File: src/rtl/instr_fetch_if.sv
// rtl/instr_fetch_if.sv - instruction fetch bus: imem request/response, redirect and instruction handshake
interface instr_fetch_if #(
  parameter int Width = 32
);
  logic             imem_req;
  logic [Width-1:0] imem_addr;
  logic             imem_rvalid;
  logic [Width-1:0] imem_rdata;
  logic             redirect;
  logic [Width-1:0] redirect_base;
  logic [Width-1:0] ImmOp;
  logic             instr_valid;
  logic [Width-1:0] instr;
  logic [Width-1:0] instr_pc;
  logic             instr_ready;
  logic             misaligned;

  modport master (
    output imem_req, imem_addr, instr_valid, instr, instr_pc, misaligned,
    input  imem_rvalid, imem_rdata, redirect, redirect_base, ImmOp, instr_ready
  );

  modport slave (
    input  imem_req, imem_addr, instr_valid, instr, instr_pc, misaligned,
    output imem_rvalid, imem_rdata, redirect, redirect_base, ImmOp, instr_ready
  );
endinterface

File: src/rtl/instr_fetch.sv
// rtl/instr_fetch.sv - instruction fetch unit with epoch-tagged response buffer
// Optional misaligned-target halt enabled by defining IFETCH_MISALIGN_CHK_EN.
module instr_fetch #(
  parameter int               Width    = 32,
  parameter logic [Width-1:0] RESET_PC = '0,
  parameter int               DEPTH    = 2
) (
  input logic           clk,
  input logic           rst_n,
  instr_fetch_if.master bus
);
  localparam int PtrW = (DEPTH > 1) ? $clog2(DEPTH) : 1;
  localparam int OccW = PtrW + 2;

  typedef enum logic {RUN, HALT} state_t;

  state_t           state;
  logic [Width-1:0] fetch_pc;
  logic [Width-1:0] target;
  logic             target_bad;
  logic             epoch;
  logic             pend_valid;
  logic             pend_epoch;
  logic [Width-1:0] pend_addr;
  logic [PtrW-1:0]  wr_ptr;
  logic [PtrW-1:0]  rd_ptr;
  logic [PtrW:0]    count;
  logic [Width-1:0] buf_data [DEPTH];
  logic [Width-1:0] buf_pc   [DEPTH];
  logic             pop;
  logic             push;
  logic             pend_live;
  logic [OccW-1:0]  occupancy;

  assign target = bus.redirect_base + bus.ImmOp;

`ifdef IFETCH_MISALIGN_CHK_EN
  assign target_bad = |target[1:0];
`else
  assign target_bad = 1'b0;
`endif

  // Responses are only kept if issued in the current epoch and no flush is happening now.
  assign pend_live = pend_valid && (pend_epoch == epoch);
  assign push      = bus.imem_rvalid && pend_live && !bus.redirect;
  assign pop       = bus.instr_valid && bus.instr_ready;

  // Occupancy net of this cycle's dequeue keeps one request per cycle in steady state.
  assign occupancy = OccW'(count) - OccW'(pop) + OccW'(pend_live);

  assign bus.imem_req  = rst_n && (state == RUN) && !bus.redirect && (occupancy < OccW'(DEPTH));
  assign bus.imem_addr = fetch_pc;

  assign bus.instr_valid = (count != '0);
  assign bus.instr       = bus.instr_valid ? buf_data[rd_ptr] : '0;
  assign bus.instr_pc    = bus.instr_valid ? buf_pc[rd_ptr]   : '0;

  always_ff @(posedge clk or negedge rst_n) begin
    if (!rst_n) begin
      state          <= RUN;
      fetch_pc       <= RESET_PC;
      epoch          <= 1'b0;
      pend_valid     <= 1'b0;
      pend_epoch     <= 1'b0;
      pend_addr      <= '0;
      wr_ptr         <= '0;
      rd_ptr         <= '0;
      count          <= '0;
      bus.misaligned <= 1'b0;
    end else begin
      pend_valid <= bus.imem_req;
      pend_addr  <= fetch_pc;
      pend_epoch <= epoch;
      if (bus.redirect) begin
        epoch  <= ~epoch;
        wr_ptr <= '0;
        rd_ptr <= '0;
        count  <= '0;
        if (target_bad) begin
          state          <= HALT;
          bus.misaligned <= 1'b1;
        end else begin
          state          <= RUN;
          bus.misaligned <= 1'b0;
          fetch_pc       <= target & ~Width'(3);
        end
      end else begin
        if (bus.imem_req) begin
          fetch_pc <= fetch_pc + Width'(4);
        end
        if (push) begin
          wr_ptr <= wr_ptr + 1'b1;
        end
        if (pop) begin
          rd_ptr <= rd_ptr + 1'b1;
        end
        count <= count + (PtrW+1)'(push) - (PtrW+1)'(pop);
      end
    end
  end

  always_ff @(posedge clk) begin
    if (push) begin
      buf_data[wr_ptr] <= bus.imem_rdata;
      buf_pc[wr_ptr]   <= pend_addr;
    end
  end
endmodule

File: src/flat_wrapper.sv
// flat-port wrapper written by rule: the top's interface ports become plain ports
module instr_fetch_flat 
#(
  parameter int               Width    = 32,
  parameter logic [Width-1:0] RESET_PC = '0,
  parameter int               DEPTH    = 2
)
  (clk, rst_n, bus_imem_req, bus_imem_addr, bus_instr_valid, bus_instr, bus_instr_pc, bus_misaligned, bus_imem_rvalid, bus_imem_rdata, bus_redirect, bus_redirect_base, bus_ImmOp, bus_instr_ready);
  instr_fetch_if #(.Width(Width)) bus_i ();
  input logic clk;
  input logic rst_n;
  output wire logic [$bits(bus_i.imem_req)-1:0] bus_imem_req;
  output wire logic [$bits(bus_i.imem_addr)-1:0] bus_imem_addr;
  output wire logic [$bits(bus_i.instr_valid)-1:0] bus_instr_valid;
  output wire logic [$bits(bus_i.instr)-1:0] bus_instr;
  output wire logic [$bits(bus_i.instr_pc)-1:0] bus_instr_pc;
  output wire logic [$bits(bus_i.misaligned)-1:0] bus_misaligned;
  input wire logic [$bits(bus_i.imem_rvalid)-1:0] bus_imem_rvalid;
  input wire logic [$bits(bus_i.imem_rdata)-1:0] bus_imem_rdata;
  input wire logic [$bits(bus_i.redirect)-1:0] bus_redirect;
  input wire logic [$bits(bus_i.redirect_base)-1:0] bus_redirect_base;
  input wire logic [$bits(bus_i.ImmOp)-1:0] bus_ImmOp;
  input wire logic [$bits(bus_i.instr_ready)-1:0] bus_instr_ready;
  assign bus_imem_req = bus_i.imem_req;
  assign bus_imem_addr = bus_i.imem_addr;
  assign bus_instr_valid = bus_i.instr_valid;
  assign bus_instr = bus_i.instr;
  assign bus_instr_pc = bus_i.instr_pc;
  assign bus_misaligned = bus_i.misaligned;
  assign bus_i.imem_rvalid = bus_imem_rvalid;
  assign bus_i.imem_rdata = bus_imem_rdata;
  assign bus_i.redirect = bus_redirect;
  assign bus_i.redirect_base = bus_redirect_base;
  assign bus_i.ImmOp = bus_ImmOp;
  assign bus_i.instr_ready = bus_instr_ready;
  instr_fetch #(.Width(Width), .RESET_PC(RESET_PC), .DEPTH(DEPTH)) u_core (.clk(clk), .rst_n(rst_n), .bus(bus_i));
endmodule
File: config.mk
export PLATFORM = sky130hd
export DESIGN_NAME = instr_fetch_flat
export DESIGN_NICKNAME = d
export VERILOG_FILES = /design/src/rtl/instr_fetch_if.sv /design/src/rtl/instr_fetch.sv /design/src/flat_wrapper.sv
export SDC_FILE = /design/constraint.sdc
export NUM_CORES = 1
export LEC_CHECK = 0
export CAP_MARGIN = 20
export CORE_UTILIZATION = 51
export DETAILED_ROUTE_END_ITERATION = 7
export PLACE_DENSITY = 0.81
export SLEW_MARGIN = 20
export SYNTH_ARGS = -nofsm -noshare
export SYNTH_HDL_FRONTEND = slang
export SYNTH_SLANG_ARGS = --single-unit
File: constraint.sdc
create_clock -name clk -period 6.4 [get_ports clk]
set_input_delay 1.28 -clock clk [delete_from_list [all_inputs] [get_ports clk]]
set_output_delay 1.28 -clock clk [all_outputs]
set_load 0.02 [all_outputs]
==> results.py, run 1 <==
metrics = {
    "clocking": {
        "cts_root_buffer": "clkbuf_16",
        "postCtsSetupBuffers": 0,
        "cts.sinks": 191,
        "cts_made_buffers": 17,
        "postCtsHoldBufs": 0,
        "htreeDepth": 4,
        "insertion_delay_ps": 410,
        "cts_tree": "done",
        "clk_pin_slew_ps": 70,
        "cts_resized": 0,
        "clockBufferDepth": 2,
    },
    "timing": {
        "fmax_mhz": 195,
        "finalHoldViolCount": 0,
        "min_period_ps": 5130,
        "maxSlewViolCount": 0,
        "maxSlewHeadroom": 0.273,
        "setup_slack_ps": 1270,
        "setup_viol": 0,
        "rsz0062_at_grt": "no",
        "min_period_over_period": 0.802,
        "worstMarginPinSlew_ps": 1090,
        "fin_setup_tns_ps": 0,
        "fin_skew_ps": 8.22,
        "holdWs_ps": 444,
    },
    "logic_synthesis": {
        "yosys_warnings": 0,
        "synth_area_leaders": "edfxtp_1 (42%), dfrtp_1 (19%), mux2i_1 (7.5%)",
        "synth_seq_area_share": 0.610,
        "ys_seq_elements": 191,
        "syn_avg_cell_area_sq_um": 12.5,
        "synth_top_cell_area_share": 0.420,
        "synth_top_cell_by_area": "edfxtp_1",
        "yosys.cell_types.count": 49,
        "syn_area_sq_um": 8860,
        "syn_inst": 711,
    },
    "floorplan": {
        "core_sq_um": 16800,
        "die_h_microns": 134,
        "fp-row-count": 47,
        "initial_core_util": 0.528,
        "die_area_sq_um": 17900,
        "io_pins": 200,
        "fp.dieW_microns": 134,
    },
    "min_path": {
        "hp-class": "register to register",
        "worst_hold_startpoint": "u_core.pend_addr[12]$_DFF_PN0_",
        "hold_path_end": "u_core.buf_pc[1][12]$_DFFE_PP_",
        "min_path_cells": 0,
    },
    "status": {
        "outcome": "complete, no violations",
    },
    "setup_path": {
        "path_max_fanout": 2,
        "worstPathRequired_ps": 5120,
        "cpPeakStageDelay_ps": 650,
        "reg2regPathDepth": 13,
        "r2r-end": "u_core.bus.imem_addr[28]$_DFFE_PN0P_",
        "path_depth": 10,
        "crit_buf_inv": 3,
        "end_kind": "primary output",
        "rr_startpoint": "u_core.count[1]$_DFF_PN0_",
        "cp-start-kind": "primary input",
        "crit_slowest_cell": "clkdlybuf4s50_1",
        "cp_cell_sequence": "clkdlybuf4s50_1 > nor2b_1 > ha_1 > inv_1 > nand3_1 > fa_1 > xnor2_1 > nand3_1 > nor2_1 > clkdlybuf4s50_1",
        "arrival_ps": 3850,
        "timing.reg2reg.setup_slack_ps": 2950,
        "critPathKind": "primary input to primary output",
        "crit_family": "buffers and inverters",
    },
    "place": {
        "numPortBuffers": 194,
        "place_ws_ps": 1280,
        "place.gp.congestion": 0.886,
        "dp_hpwl_mm": 12.3,
        "place.detailed.instances": 1108,
        "place_area_sq_um": 11000,
    },
    "cells_and_area": {
        "fill_cells": 1245,
        "final_cell_mix": "clkdlybuf4s50_1 (192), edfxtp_1 (124), nor2_1 (110)",
        "final_common_cell": "clkdlybuf4s50_1",
        "final_cells": 1140,
        "utilization": 0.694,
        "final_layout_size_suffix_gt1_frac": 0.0587,
        "area_growth_pct": 31.4,
        "fin_area_sq_um": 11600,
        "diodes": 0,
        "final_nets": 1043,
    },
    "detailed_routing": {
        "wirelength_mm": 17.4,
        "drc": 0,
        "viasPerCell": 5.17,
        "vias": 5890,
        "drt-wirelength-per-cell_microns": 15.3,
        "final_antenna_net_count": 0,
        "drtIter0Drc": 343,
        "drt_pass1_iterations": 5,
    },
    "grt": {
        "grt_remaining_overflow": 0,
        "grt_pass1_wl_mm": 28.2,
        "grtUsageTotal": 0.202,
        "antenna_found_initial": 0,
        "grt_start_max_net_pins": 69,
        "grt_pass1_vias": 5743,
    },
    "power_and_ir_drop": {
        "vdd_drop_max_mv": 0.195,
        "leakage_nw": 4.28,
        "power_mw": 4.01,
        "power.density_nw_per_um2": 345,
    },
    "run": {
        "drv_cap": 0,
    },
}
cell families (layout without fill, tap and decap cells):
family          after synthesis  in the layout  synth area share
flops                       191            191             0.610
simple gates                218            218             0.109
compound gates              103            103            0.0798
buf+inv                      39            244            0.0186
xor+xnor                     56             56            0.0554
mux                          68             68            0.0771
fa+ha+maj                    35             35            0.0503
other cells                   1              5          0.000423
layout make-up:
class                   count  area (sq um)  area share
clock buffers              19           475      0.0409
clock inverters            13           135      0.0116
inverters                  12          45.0     0.00387
multi-input cells         485          3330       0.286
flip-flops and latches    191          5400       0.464
well taps                 220           275      0.0237
repair buffers            200          1980       0.170
state kept, by name, indices dropped and copies added (netlist names):
register	cells
u_core.count	2
u_core.pend_addr	30
u_core.bus.imem_addr	30
u_core.wr_ptr	1
u_core.pend_valid	1
u_core.pend_epoch	1
u_core.buf_pc	60
u_core.rd_ptr	1
u_core.buf_data	64
u_core.epoch	1
where the power goes:
group	internal, mW	total, mW	leakage, nW	switching (mW)
clock network	0.598	1.05	0.301	0.455
registers	1.48	1.68	1.90	0.198
logic	0.623	1.28	2.08	0.657
routing by layer:
layer | wire (microns) | vias to the layer above | GRT usage
li1 | - | 2960 | -
met1 | 7530 | 2754 | 0.260
met2 | 8840 | 155 | 0.345
met3 | 866 | 21 | 0.0393
met4 | 217 | 0 | 0.0619
met5 | 0 | - | 0
Yosys cell counts, drive strengths merged:
master and count:
edfxtp 124, nand4 14, a21boi 3, nand2b 1, nor2 111, conb 1, a211o 2, o211ai 2
nor3 10, a31oi 3, fa 1, a221oi 1, o31ai 2, dfrtp 67, a2111oi 2, clkbuf 14
o21ai 23, a311o 1, o2111ai 1, xnor2 30, a21oi 34, a21o 17, mux2i 66, xor2 26
a211oi 5, a311oi 2, mux2 2, buf 13, inv 12, ha 34, and2 6, nand3 18
and3 4, o21bai 1, and4 4, nand2 40, a31o 3, nand3b 1, nor2b 4, or3 5
o221a 1
worst max-delay path by stage:
stage                               start                               to
final                     bus_instr_ready                     bus_imem_req
after global routing      bus_instr_ready                     bus_imem_req
after CTS                 bus_instr_ready                     bus_imem_req
after detailed placement  bus_instr_ready                     bus_imem_req
after global placement    bus_instr_ready                     bus_imem_req
after floorplan              bus_redirect  u_core.buf_data[0][0]$_DFFE_PP_
No activity file was read; power rests on OpenSTA's default activity.
==> inputs of run 2 (changes only) <==
==> constraint.sdc (replaced) <==
create_clock -name clk -period 5.3 [get_ports clk]
set_input_delay 1.06 -clock clk [delete_from_list [all_inputs] [get_ports clk]]
set_output_delay 1.06 -clock clk [all_outputs]
set_load 0.02 [all_outputs]
==> results.py, run 2 (synthesized netlist as in run 1, its figures left out) <==
metrics = {
    "detailed_routing": {
        "vias": 6013,
        "drt_pass1_iterations": 5,
        "drc": 0,
        "drtIter0Drc": 255,
        "wirelength_mm": 17.8,
        "final_antenna_net_count": 0,
        "drt-wirelength-per-cell_microns": 15.6,
        "viasPerCell": 5.27,
    },
    "floorplan": {
        "fp.dieW_microns": 134,
        "die_h_microns": 134,
        "core_sq_um": 16800,
        "die_area_sq_um": 17900,
        "fp-row-count": 47,
        "initial_core_util": 0.528,
        "io_pins": 200,
    },
    "cells_and_area": {
        "final_common_cell": "clkdlybuf4s50_1",
        "reg_top3": "u_core.buf_data (64), u_core.buf_pc (60)",
        "diodes": 0,
        "final_layout_size_suffix_gt1_frac": 0.0553,
        "fill_cells": 1225,
        "final_nets": 1045,
        "final_cell_mix": "clkdlybuf4s50_1 (192), edfxtp_1 (124), nor2_1 (110)",
        "area_growth_pct": 31.0,
        "regMostFlops": "u_core.buf_data",
        "largest_reg_flops": 64,
    },
    "power_and_ir_drop": {
        "switching_share": 0.324,
        "p_comb_frac": 0.326,
        "pwr-share-seq": 0.423,
        "power.density_nw_per_um2": 413,
        "pwr-share-clk": 0.251,
        "leakage_nw": 4.25,
        "vdd_drop_max_mv": 0.235,
        "internal_power_mw": 3.24,
        "p_sw_mw": 1.55,
    },
    "setup_path": {
        "end_kind": "primary output",
        "cp-start-kind": "primary input",
        "crit_buf_inv": 3,
        "crit_slowest_cell": "clkdlybuf4s50_1",
        "crit_family": "buffers and inverters",
        "cp_cell_sequence": "clkdlybuf4s50_1 > nor2b_1 > ha_1 > inv_1 > nand3_1 > fa_1 > xnor2_1 > nand3_1 > nor2_1 > clkdlybuf4s50_1",
        "path_max_fanout": 2,
        "arrival_ps": 3820,
        "critPathKind": "primary input to primary output",
        "cpPeakStageDelay_ps": 680,
        "worstPathRequired_ps": 4240,
    },
    "clocking": {
        "cts_resized": 0,
        "cts_tree": "done",
        "cts_root_buffer": "clkbuf_16",
        "htreeDepth": 4,
        "cts.sinks": 191,
        "clk_pin_slew_ps": 60,
        "postCtsHoldBufs": 0,
        "clockBufferDepth": 2,
        "cts_made_buffers": 17,
        "insertion_delay_ps": 420,
        "postCtsSetupBuffers": 0,
    },
    "grt": {
        "grt_start_max_net_pins": 64,
        "grt_remaining_overflow": 0,
        "grt_pass1_wl_mm": 28.2,
        "grt_pass1_vias": 5766,
        "grtUsageTotal": 0.204,
        "antenna_found_initial": 0,
    },
    "timing": {
        "min_period_ps": 4880,
        "fin_setup_tns_ps": 0,
        "setup_viol": 0,
        "worstMarginPinSlew_ps": 1090,
        "fin_skew_ps": 8.07,
        "min_period_over_period": 0.920,
        "maxSlewViolCount": 0,
        "fmax_mhz": 205,
        "setup_slack_ps": 423,
        "maxSlewHeadroom": 0.272,
        "finalHoldViolCount": 0,
        "rsz0062_at_grt": "no",
    },
    "place": {
        "place.gp.congestion": 0.898,
        "numPortBuffers": 194,
        "place_ws_ps": 478,
        "dp_hpwl_mm": 12.4,
    },
    "status": {
        "outcome": "complete, no violations",
    },
    "min_path": {
        "hp-class": "register to register",
    },
    "run": {
        "drv_cap": 0,
    },
}
==> run 2: final cells by class <==
| cell class | instances | area (sq um) | area share |
|---|---|---|---|
| Sequential cell | 191 | 5400 | 0.466 |
| Multi-Input combinational cell | 485 | 3330 | 0.287 |
| Timing Repair Buffer | 202 | 1990 | 0.172 |
| Clock buffer | 22 | 444 | 0.0383 |
| Tap cell | 220 | 275 | 0.0237 |
| Clock inverter | 10 | 118 | 0.0101 |
| Inverter | 12 | 45.0 | 0.00388 |
==> run 2: power groups by stage <==
stage / clock network (mW) / logic (mW) / registers, mW
after floorplan: 0 / 0.906 / 1.99
after global placement: 0 / 1.54 / 2.05
after detailed placement: 0 / 1.56 / 2.06
after CTS: 1.23 / 1.58 / 2.03
after global routing: 1.28 / 1.68 / 2.05
final: 1.20 / 1.56 / 2.02
==> run 2: final timing paths <==
kind                       slack (ps)  cells after the start                                   end                     startpoint
min in group asynchronous         480                      1              u_core.epoch$_DFFE_PN0P_                          rst_n
max                               420                     10                          bus_imem_req                bus_instr_ready
max in group asynchronous        3720                      2             u_core.rd_ptr$_DFFE_PN0P_                          rst_n
min reg2reg                       440                      0         u_core.buf_pc[1][7]$_DFFE_PP_  u_core.pend_addr[7]$_DFF_PN0_
max reg2reg                      1850                     13  u_core.bus.imem_addr[28]$_DFFE_PN0P_      u_core.count[1]$_DFF_PN0_
min                               440                      0         u_core.buf_pc[1][7]$_DFFE_PP_  u_core.pend_addr[7]$_DFF_PN0_
==> run 2: metal layers <==
metal / track usage / share of wire
met5: 0 / 0
met2: 0.344 / 0.50
met4: 0.0821 / 0.023
met3: 0.0488 / 0.059
met1: 0.253 / 0.41
==> run 2: per-stage QoR <==
step                 util  area (sq um)  hold slack (ps)  instances  power, mW
floorplan               -          8880              410        715       2.90
global placement    0.659         11000              421       1110       3.59
detailed placement  0.659         11000              428       1110       3.62
CTS                 0.692         11600              441       1142       4.83
global route        0.692         11600              447       1142       5.01
finish              0.692         11600              438       1142       4.79
